### src/rtl/keypad_scanner.sv
// 4x4 active-low matrix keypad scanner with press/release debounce and an
// inter-digit timeout pulse for the downstream password FSM.
module keypad_scanner #(
  parameter int SCAN_DIV     = 16,
  parameter int DEBOUNCE_CYC = 500000,
  parameter int TIMEOUT_CYC  = 250000000
) (
  input  logic       clk,
  input  logic       rst,
  input  logic [3:0] row_n,
  output logic [3:0] col_n,
  output logic [3:0] key,
  output logic       en_key,
  output logic       count_en,
  output logic       key_held
);
  localparam int DW  = $clog2(SCAN_DIV + 1);
  localparam int DBW = $clog2(DEBOUNCE_CYC + 1);
  localparam int TOW = $clog2(TIMEOUT_CYC + 1);

  typedef enum logic [1:0] {SCAN, DEBOUNCE, EMIT, WAIT_RELEASE} state_t;

  state_t         state, state_nxt;
  logic [3:0]     rows_p0, rows_s;
  logic [DW-1:0]  dwell_cnt, dwell_nxt;
  logic [DBW-1:0] stable_cnt, stable_nxt;
  logic [1:0]     col_idx, col_nxt;
  logic [1:0]     row_idx, row_nxt;
  logic [3:0]     pattern, pattern_nxt;
  logic [TOW-1:0] idle_cnt;
  logic           pending;

  function automatic logic single_low(input logic [3:0] r);
    return (r == 4'b1110) || (r == 4'b1101) || (r == 4'b1011) || (r == 4'b0111);
  endfunction

  function automatic logic [1:0] low_index(input logic [3:0] r);
    logic [1:0] idx;
    idx = 2'd0;
    case (r)
      4'b1101: idx = 2'd1;
      4'b1011: idx = 2'd2;
      4'b0111: idx = 2'd3;
      default: idx = 2'd0;
    endcase
    return idx;
  endfunction

  assign col_n = ~(4'b0001 << col_idx);

  always_comb begin
    state_nxt   = state;
    dwell_nxt   = dwell_cnt;
    stable_nxt  = stable_cnt;
    col_nxt     = col_idx;
    row_nxt     = row_idx;
    pattern_nxt = pattern;
    case (state)
      SCAN: begin
        // rows_s lags the column drive by two cycles, so only the last dwell cycle is trusted
        if (dwell_cnt == DW'(SCAN_DIV - 1)) begin
          dwell_nxt = '0;
          if (single_low(rows_s)) begin
            state_nxt   = DEBOUNCE;
            row_nxt     = low_index(rows_s);
            pattern_nxt = rows_s;
            stable_nxt  = '0;
          end else begin
            col_nxt = col_idx + 2'd1;
          end
        end else begin
          dwell_nxt = dwell_cnt + 1'b1;
        end
      end
      DEBOUNCE: begin
        if (rows_s == pattern) begin
          if (stable_cnt == DBW'(DEBOUNCE_CYC - 1)) begin
            state_nxt  = EMIT;
            stable_nxt = '0;
          end else begin
            stable_nxt = stable_cnt + 1'b1;
          end
        end else begin
          state_nxt  = SCAN;
          stable_nxt = '0;
          col_nxt    = col_idx + 2'd1;
        end
      end
      EMIT: begin
        state_nxt  = WAIT_RELEASE;
        stable_nxt = '0;
      end
      WAIT_RELEASE: begin
        if (rows_s == 4'hF) begin
          if (stable_cnt == DBW'(DEBOUNCE_CYC - 1)) begin
            state_nxt  = SCAN;
            stable_nxt = '0;
            col_nxt    = 2'd0;
          end else begin
            stable_nxt = stable_cnt + 1'b1;
          end
        end else begin
          stable_nxt = '0;
        end
      end
      default: state_nxt = SCAN;
    endcase
  end

  always_ff @(posedge clk) begin
    if (rst) begin
      state      <= SCAN;
      rows_p0    <= 4'hF;
      rows_s     <= 4'hF;
      dwell_cnt  <= '0;
      stable_cnt <= '0;
      col_idx    <= 2'd0;
      row_idx    <= 2'd0;
      pattern    <= 4'hF;
      key        <= 4'h0;
      en_key     <= 1'b0;
      key_held   <= 1'b0;
      count_en   <= 1'b0;
      pending    <= 1'b0;
      idle_cnt   <= '0;
    end else begin
      rows_p0    <= row_n;
      rows_s     <= rows_p0;
      state      <= state_nxt;
      dwell_cnt  <= dwell_nxt;
      stable_cnt <= stable_nxt;
      col_idx    <= col_nxt;
      row_idx    <= row_nxt;
      pattern    <= pattern_nxt;
      en_key     <= (state == EMIT);
      count_en   <= 1'b0;
      if (state == EMIT) begin
        key      <= {row_idx, col_idx};
        key_held <= 1'b1;
      end else if (state == WAIT_RELEASE && state_nxt == SCAN) begin
        key_held <= 1'b0;
      end
      // Arming on EMIT makes the idle count line up with the en_key cycle; a fresh key beats a timeout
      if (state == EMIT) begin
        pending  <= 1'b1;
        idle_cnt <= '0;
      end else if (pending) begin
        if (idle_cnt == TOW'(TIMEOUT_CYC - 1)) begin
          count_en <= 1'b1;
          pending  <= 1'b0;
          idle_cnt <= '0;
        end else begin
          idle_cnt <= idle_cnt + 1'b1;
        end
      end
    end
  end
endmodule

### config.mk
export PLATFORM = sky130hd
export DESIGN_NAME = keypad_scanner
export DESIGN_NICKNAME = d
export VERILOG_FILES = /design/src/rtl/keypad_scanner.sv
export SDC_FILE = /design/constraint.sdc
export NUM_CORES = 1
export LEC_CHECK = 0
export BUFFER_PORTS_ARGS = -buffer_cell sky130_fd_sc_hd__buf_2
export CAP_MARGIN = 25
export CORE_UTILIZATION = 25
export CTS_BUF_LIST = sky130_fd_sc_hd__clkbuf_2 sky130_fd_sc_hd__clkbuf_4 sky130_fd_sc_hd__clkbuf_8
export CTS_CLUSTER_DIAMETER = 40
export DETAILED_ROUTE_END_ITERATION = 16
export PLACE_DENSITY_LB_ADDON = 0.1
export SETUP_SLACK_MARGIN = 0.05
export SLEW_MARGIN = 25
export SYNTH_ARGS = -nofsm -noshare
export SYNTH_HDL_FRONTEND = slang
export SYNTH_SLANG_ARGS = --single-unit
### constraint.sdc
create_clock -name clk -period 5.9 [get_ports clk]
set_input_delay 0.295 -clock clk [delete_from_list [all_inputs] [get_ports clk]]
set_output_delay 0.295 -clock clk [all_outputs]
set_load 0.01 [all_outputs]
==> metrics, run 1 <==
Primary FF master, synth dfxtp_1; RSZ-0062 raised after global routing no; Static Leakage 1.41 nW; PortBufs 16; MaxCap Viol Count 0; YS warnings 0; drt total wl 8.12 mm; Tightest Pin Transition 0.835 ns; DRT iter0 DRCs 185; Max FO, Critical Path 10; Post-synth EDFFs 0; max-slew violations 0; layout net count 463; worst-case hold slack 0.118 ns; Die Area 0.0151 mm²; post-route minimum period 2.62 ns; Worst R2R Setup Slack 3.28 ns; Sink Count 78; Worst Path Buf+Inv 1; Worst Hold Class in2reg; HP Start row_n[1]; Ports 17; largest net degree at the start of global routing 41; final core occ 29.1%; status complete, no violations; Skew-Pair Late Insertion Delay 0.35 ns; syn_area_per_cell 8.37 µm²; Final HPWL DP 5.59 mm; CP peak stage delay 0.58 ns; Storage cell area 0.00156 mm²; antenna violations before repair 0; slowest CP cell or4_4; layout cells sized above 1 11.4%; Post-Syn Nets 450; vias per inst 4.69; root buffer cell clkbuf_8; dpl cell area 0.00388 mm²; relative slew slack 44.2%; first-pass GRT wire length 13.9 mm; Ant. Diodes 0; area of the multi-input gates 0.00195 mm²; # rows 43; Reg2Reg Depth 7; hold path depth 2; post-route antenna net violation count 0; setup TNS 0 ns; Worst path top cell family by delay simple AND/OR/NAND/NOR gates; Final Instance Area 0.00410 mm²; PostCTS Resize Cnt 0; post-synthesis cell count 437; Hold Vio Cnt, Final 0; Post-Place Setup Slack 3.01 ns; Die H 123 µm; WP data arrival 2.86 ns; worst setup margin 3.28 ns; VDD IR-drop max 0.100 mV; hold_buf cts 0; number of global-route vias before repair 2820; reg2reg end stable_cnt[15]; routed via count 2977; GP Congestion 0.778; clock skew 0.00966 ns; H-tree depth 3; dpl cells 618; residual DRC count 0; core area 0.0141 mm²; CTS buffer count 9; CP Data Required Time 6.14 ns; grt ovf 0; FF+latch count, synth 78; total track usage 11.9%; post-synthesis sequential area ratio 42.7%; FMAX 382 MHz; area grow syn2layout 12.1%; die width 123 µm; Final setup viols 0; Hold EP rows_p0[1]; CP Class reg2reg; DRT Pass-1 Iters 5; Initial Util 25.9%; Mapped Area 0.00366 mm²; CP Cell Sequence or4b_1 -> or4_4 -> nor3_4 -> nor3_2 -> buf_4 -> and2_1 -> o22a_1; drt wl/cell 12.8 µm; Post-synth ARST share 0%; Fillers 1550; period utilization 44.4%; Final Power 986 µW; PwrDens 240 mW/mm²; critical path startpoint category flop; crit end category flop; Longest Clk Path Bufs 2; Post-CTS Setup Inserts 0; RR Startpoint stable_cnt[4]; Worst-path clk slew 0.08 ns; Synth cell types 53; CTS tree done; Layout Cells excl Fill 635
[worst max path at each step]
stage / startpoint / endpoint / slack [ns] / cells after the start
3_3_place_gp: idle_cnt[0] / idle_cnt[6] / 3.01 / 7
2_1_floorplan: stable_cnt[9] / stable_cnt[15] / 3.66 / 7
5_1_grt: idle_cnt[0] / idle_cnt[18] / 3.04 / 7
3_5_place_dp: idle_cnt[0] / idle_cnt[5] / 3.01 / 7
6_report: stable_cnt[4] / stable_cnt[15] / 3.28 / 7
4_1_cts: idle_cnt[0] / idle_cnt[18] / 2.99 / 7
[synth_stat cells, types with 6 or more instances]
library cell / n / area (µm²)
or2_2: 11 / 68.8
nand2b_1: 6 / 37.5
dfxtp_1: 78 / 1560
nor4_1: 6 / 37.5
a31oi_1: 8 / 50.1
nor3_1: 11 / 55.1
inv_1: 17 / 63.8
nand2_1: 51 / 191
a21oi_1: 27 / 135
nand4_1: 15 / 93.8
nor2_1: 59 / 221
and3_1: 7 / 43.8
xnor2_1: 16 / 140
xor2_1: 15 / 131
clkbuf_1: 10 / 37.5
o21ai_0: 10 / 50.1
nand3_1: 20 / 100
ha_1: 7 / 87.6
[power by group]
part | switching, mW | internal [mW]
Sequential | 0.00509 | 0.531
Combinational | 0.0157 | 0.00934
Clock | 0.197 | 0.228
Total | 0.218 | 0.768
[registers in the layout, indices dropped and copies added, names as in the netlist]
register and count:
col_idx 2, count_en 1, dwell_cnt 5, en_key 1, idle_cnt 28, key 4
key_held 1, pattern 4, pending 1, row_idx 2, rows_p0 4, rows_s 4
stable_cnt 19, state 2
[cells by family (layout without fill, tap and decap cells)]
group                      count (synthesis)  count (layout)  share of synthesized area [%]
xor gates and xnor gates                  31              31                           7.42
and+or+nand+nor                          216             216                           30.0
muxes                                      2               2                          0.547
buffers and inverters                     32              50                           4.04
AOI/OAI and AO/OA                         71              71                           12.9
adders and majority gates                  7               7                           2.39
DFF                                       78              78                           42.7
[layout by cell type, fill, tap and decap left out, types with 4 or more instances in the layout]
master / n
nand2_1: 51
buf_2: 16
or2_2: 11
nor2_1: 59
or3_1: 4
inv_1: 17
nor2b_1: 4
ha_1: 7
a21oi_1: 27
clkbuf_8: 11
nor3b_1: 4
a211o_1: 4
nand4_1: 15
dfxtp_1: 78
o21ai_0: 10
and3_1: 7
xnor2_1: 16
nor4_1: 5
xor2_1: 15
nor3_1: 11
nand3_1: 20
nand2b_1: 6
a31oi_1: 8
[area by class of cell]
cell class              instances  area share [%]
multi-input cells             327            47.7
repair buffers                 17            2.14
inverters                      17            1.56
well taps                     180            5.49
clock buffers                  13            4.06
flip-flops and latches         78            38.1
clock inverters                 3            1.04
[routing by layer]
layer / vias up / wire length, µm / GRT usage, %
met4: 0 / 123 / 4.34
met3: 8 / 248 / 3.18
li1: 1555 / - / -
met1: 1376 / 4370 / 16.2
met2: 38 / 3380 / 17.8
met5: - / 0 / 0
[worst register-to-register path: cells and delay by family (launching register included)]
| family | cells | cell delay (ns) |
|---|---|---|
| DFF | 1 | 0.45 |
| AOI/OAI and AO/OA | 1 | 0.14 |
| buffers and inverters | 1 | 0.24 |
| and+or+nand+nor | 5 | 1.69 |
No activity file was read; power rests on OpenSTA's default activity.
==> inputs of run 2 (changes only) <==
clock period = 2.5 ns   (was 5.9 ns; I/O delays follow)
==> metrics, run 2 (synthesized netlist as in run 1, its figures left out) <==
post-route minimum period 2.33 ns; FMAX 429 MHz; H-tree depth 3; Sink Count 78; Worst Hold Class in2reg; Worst Path Buf+Inv 1; max FFs per register 28; Static Leakage 1.51 nW; HP Start rst; Reg2Reg Depth 7; routed via count 3096; CP Cell Sequence or4b_1 -> or4_4 -> nor3_4 -> nor3_2 -> buf_4 -> and2_1 -> o22a_1; reg2reg end stable_cnt[15]; worst setup margin 0.169 ns; clock share of power 39.6%; most frequent cells in the layout dfxtp_1, nor2_1, nand2_1; Die Area 0.0151 mm²; Hold Vio Cnt, Final 0; area grow syn2layout 16.3%; WP data arrival 2.58 ns; RSZ-0062 raised after global routing no; die width 123 µm; crit path capture stable_cnt[15]; setup TNS 0 ns; critical path startpoint category flop; largest net degree at the start of global routing 26; Worst R2R Setup Slack 0.17 ns; layout cells sized above 1 14.9%; core area 0.0141 mm²; Sw Ratio 24.0%; VDD IR-drop max 0.223 mV; internal power 1.68 mW; CP Data Required Time 2.75 ns; DRT iter0 DRCs 110; drt wl/cell 13.0 µm; crit end category flop; Die H 123 µm; DRT Pass-1 Iters 4; top flop regs idle_cnt (28), stable_cnt (19), dwell_cnt (5); Tightest Pin Transition 0.513 ns; CP peak stage delay 0.57 ns; residual DRC count 0; GP Congestion 0.769; slowest CP cell or4_4; vias per inst 4.71; RR Startpoint stable_cnt[9]; Max FO, Critical Path 18; layout net count 485; max-slew violations 0; number of global-route vias before repair 2940; antenna violations before repair 0; first-pass GRT wire length 14.7 mm; Final setup viols 0; PortBufs 16; Longest Clk Path Bufs 2; Comb pwr share 3.4%; CP Depth 7; CTS tree done; Switch Pwr 530 µW; drt total wl 8.52 mm; Post-Place Setup Slack 0.0674 ns; CTS buffer count 9; post-route antenna net violation count 0; Biggest register idle_cnt; Skew-Pair Late Insertion Delay 0.36 ns; MaxCap Viol Count 0; total track usage 12.7%; Setup crit start stable_cnt[9]; Final HPWL DP 6.06 mm; # rows 43; Worst-path clk slew 0.08 ns; PwrDens 521 mW/mm²; relative slew slack 65.8%; Worst path top cell family by delay simple AND/OR/NAND/NOR gates; Ant. Diodes 0; status complete, no violations; commonest non-fill, non-tap cell in the layout dfxtp_1; Initial Util 25.9%; Ports 17; root buffer cell clkbuf_8; grt ovf 0; Flop pwr share 57.0%; CP Class reg2reg; period utilization 93.2%; clock skew 0.00827 ns
[run 2: changes by cell type in the layout (fill, tap and decap cells not counted), sizes merged]
cell / before / now
buf: 17 / 35
clkbuf: 13 / 11
bufinv: 1 / 0
dlygate4sd3: 0 / 4
clkinv: 1 / 4
[run 2: routing by layer]
metal  part of all wire, %  GRT usage, %  wire length (µm)
met2                    42          18.7              3560
met3                   3.5          3.64               297
met4                   1.9          4.88               164
met5                     0             0                 0
met1                    53          17.4              4490
[run 2: how the worst min path moves through the flow]
stage,end,cells past startpoint
after CTS,row_idx[0],2
after floorplan,rows_p0[0],1
after global placement,rows_p0[1],2
after detailed placement,rows_p0[1],2
after global routing,stable_cnt[0],2
final,stable_cnt[1],2
[run 2: power by group through the flow]
stage               logic [mW]  clock network, mW  registers [mW]
floorplan               0.0502                  0            1.29
global placement        0.0709                  0            1.29
detailed placement      0.0709                  0            1.29
CTS                     0.0758              0.938            1.26
global route            0.0840              0.975            1.26
finish                  0.0745              0.877            1.26
[run 2: final cells by class]
type | instances | area [µm²]
clock inverter | 5 | 35.0
multi-input combinational | 327 | 1960
timing repair buffer | 39 | 263
clock buffer | 11 | 145
sequential | 78 | 1560
tap | 180 | 225
inverter | 17 | 63.8
fill | 1525 | 9840
[run 2: timing repair]
| action | in CTS | in global routing |
|---|---|---|
| endpoints found under the setup margin | 0 | 10 |
| hold buffers | 4 | 0 |
| buffers inserted | 0 | 0 |
| gates resized for setup | 0 | 2 |
| hold endpoints to repair | 4 | 0 |
[run 2: metrics by stage]
| step | hold slack, ns | util, % | instances | total power [mW] | area (µm²) |
|---|---|---|---|---|---|
| 4_1_cts | 0.195 | 30.1 | 657 | 2.28 | 4240 |
| 2_1_floorplan | 0.229 | - | 437 | 1.34 | 3660 |
| 5_1_grt | 0.213 | 30.2 | 657 | 2.32 | 4250 |
| 3_3_place_gp | 0.308 | 28.5 | 637 | 1.36 | 4020 |
| 3_5_place_dp | 0.312 | 28.5 | 637 | 1.36 | 4020 |
| 6_report | 0.210 | 30.2 | 657 | 2.21 | 4250 |
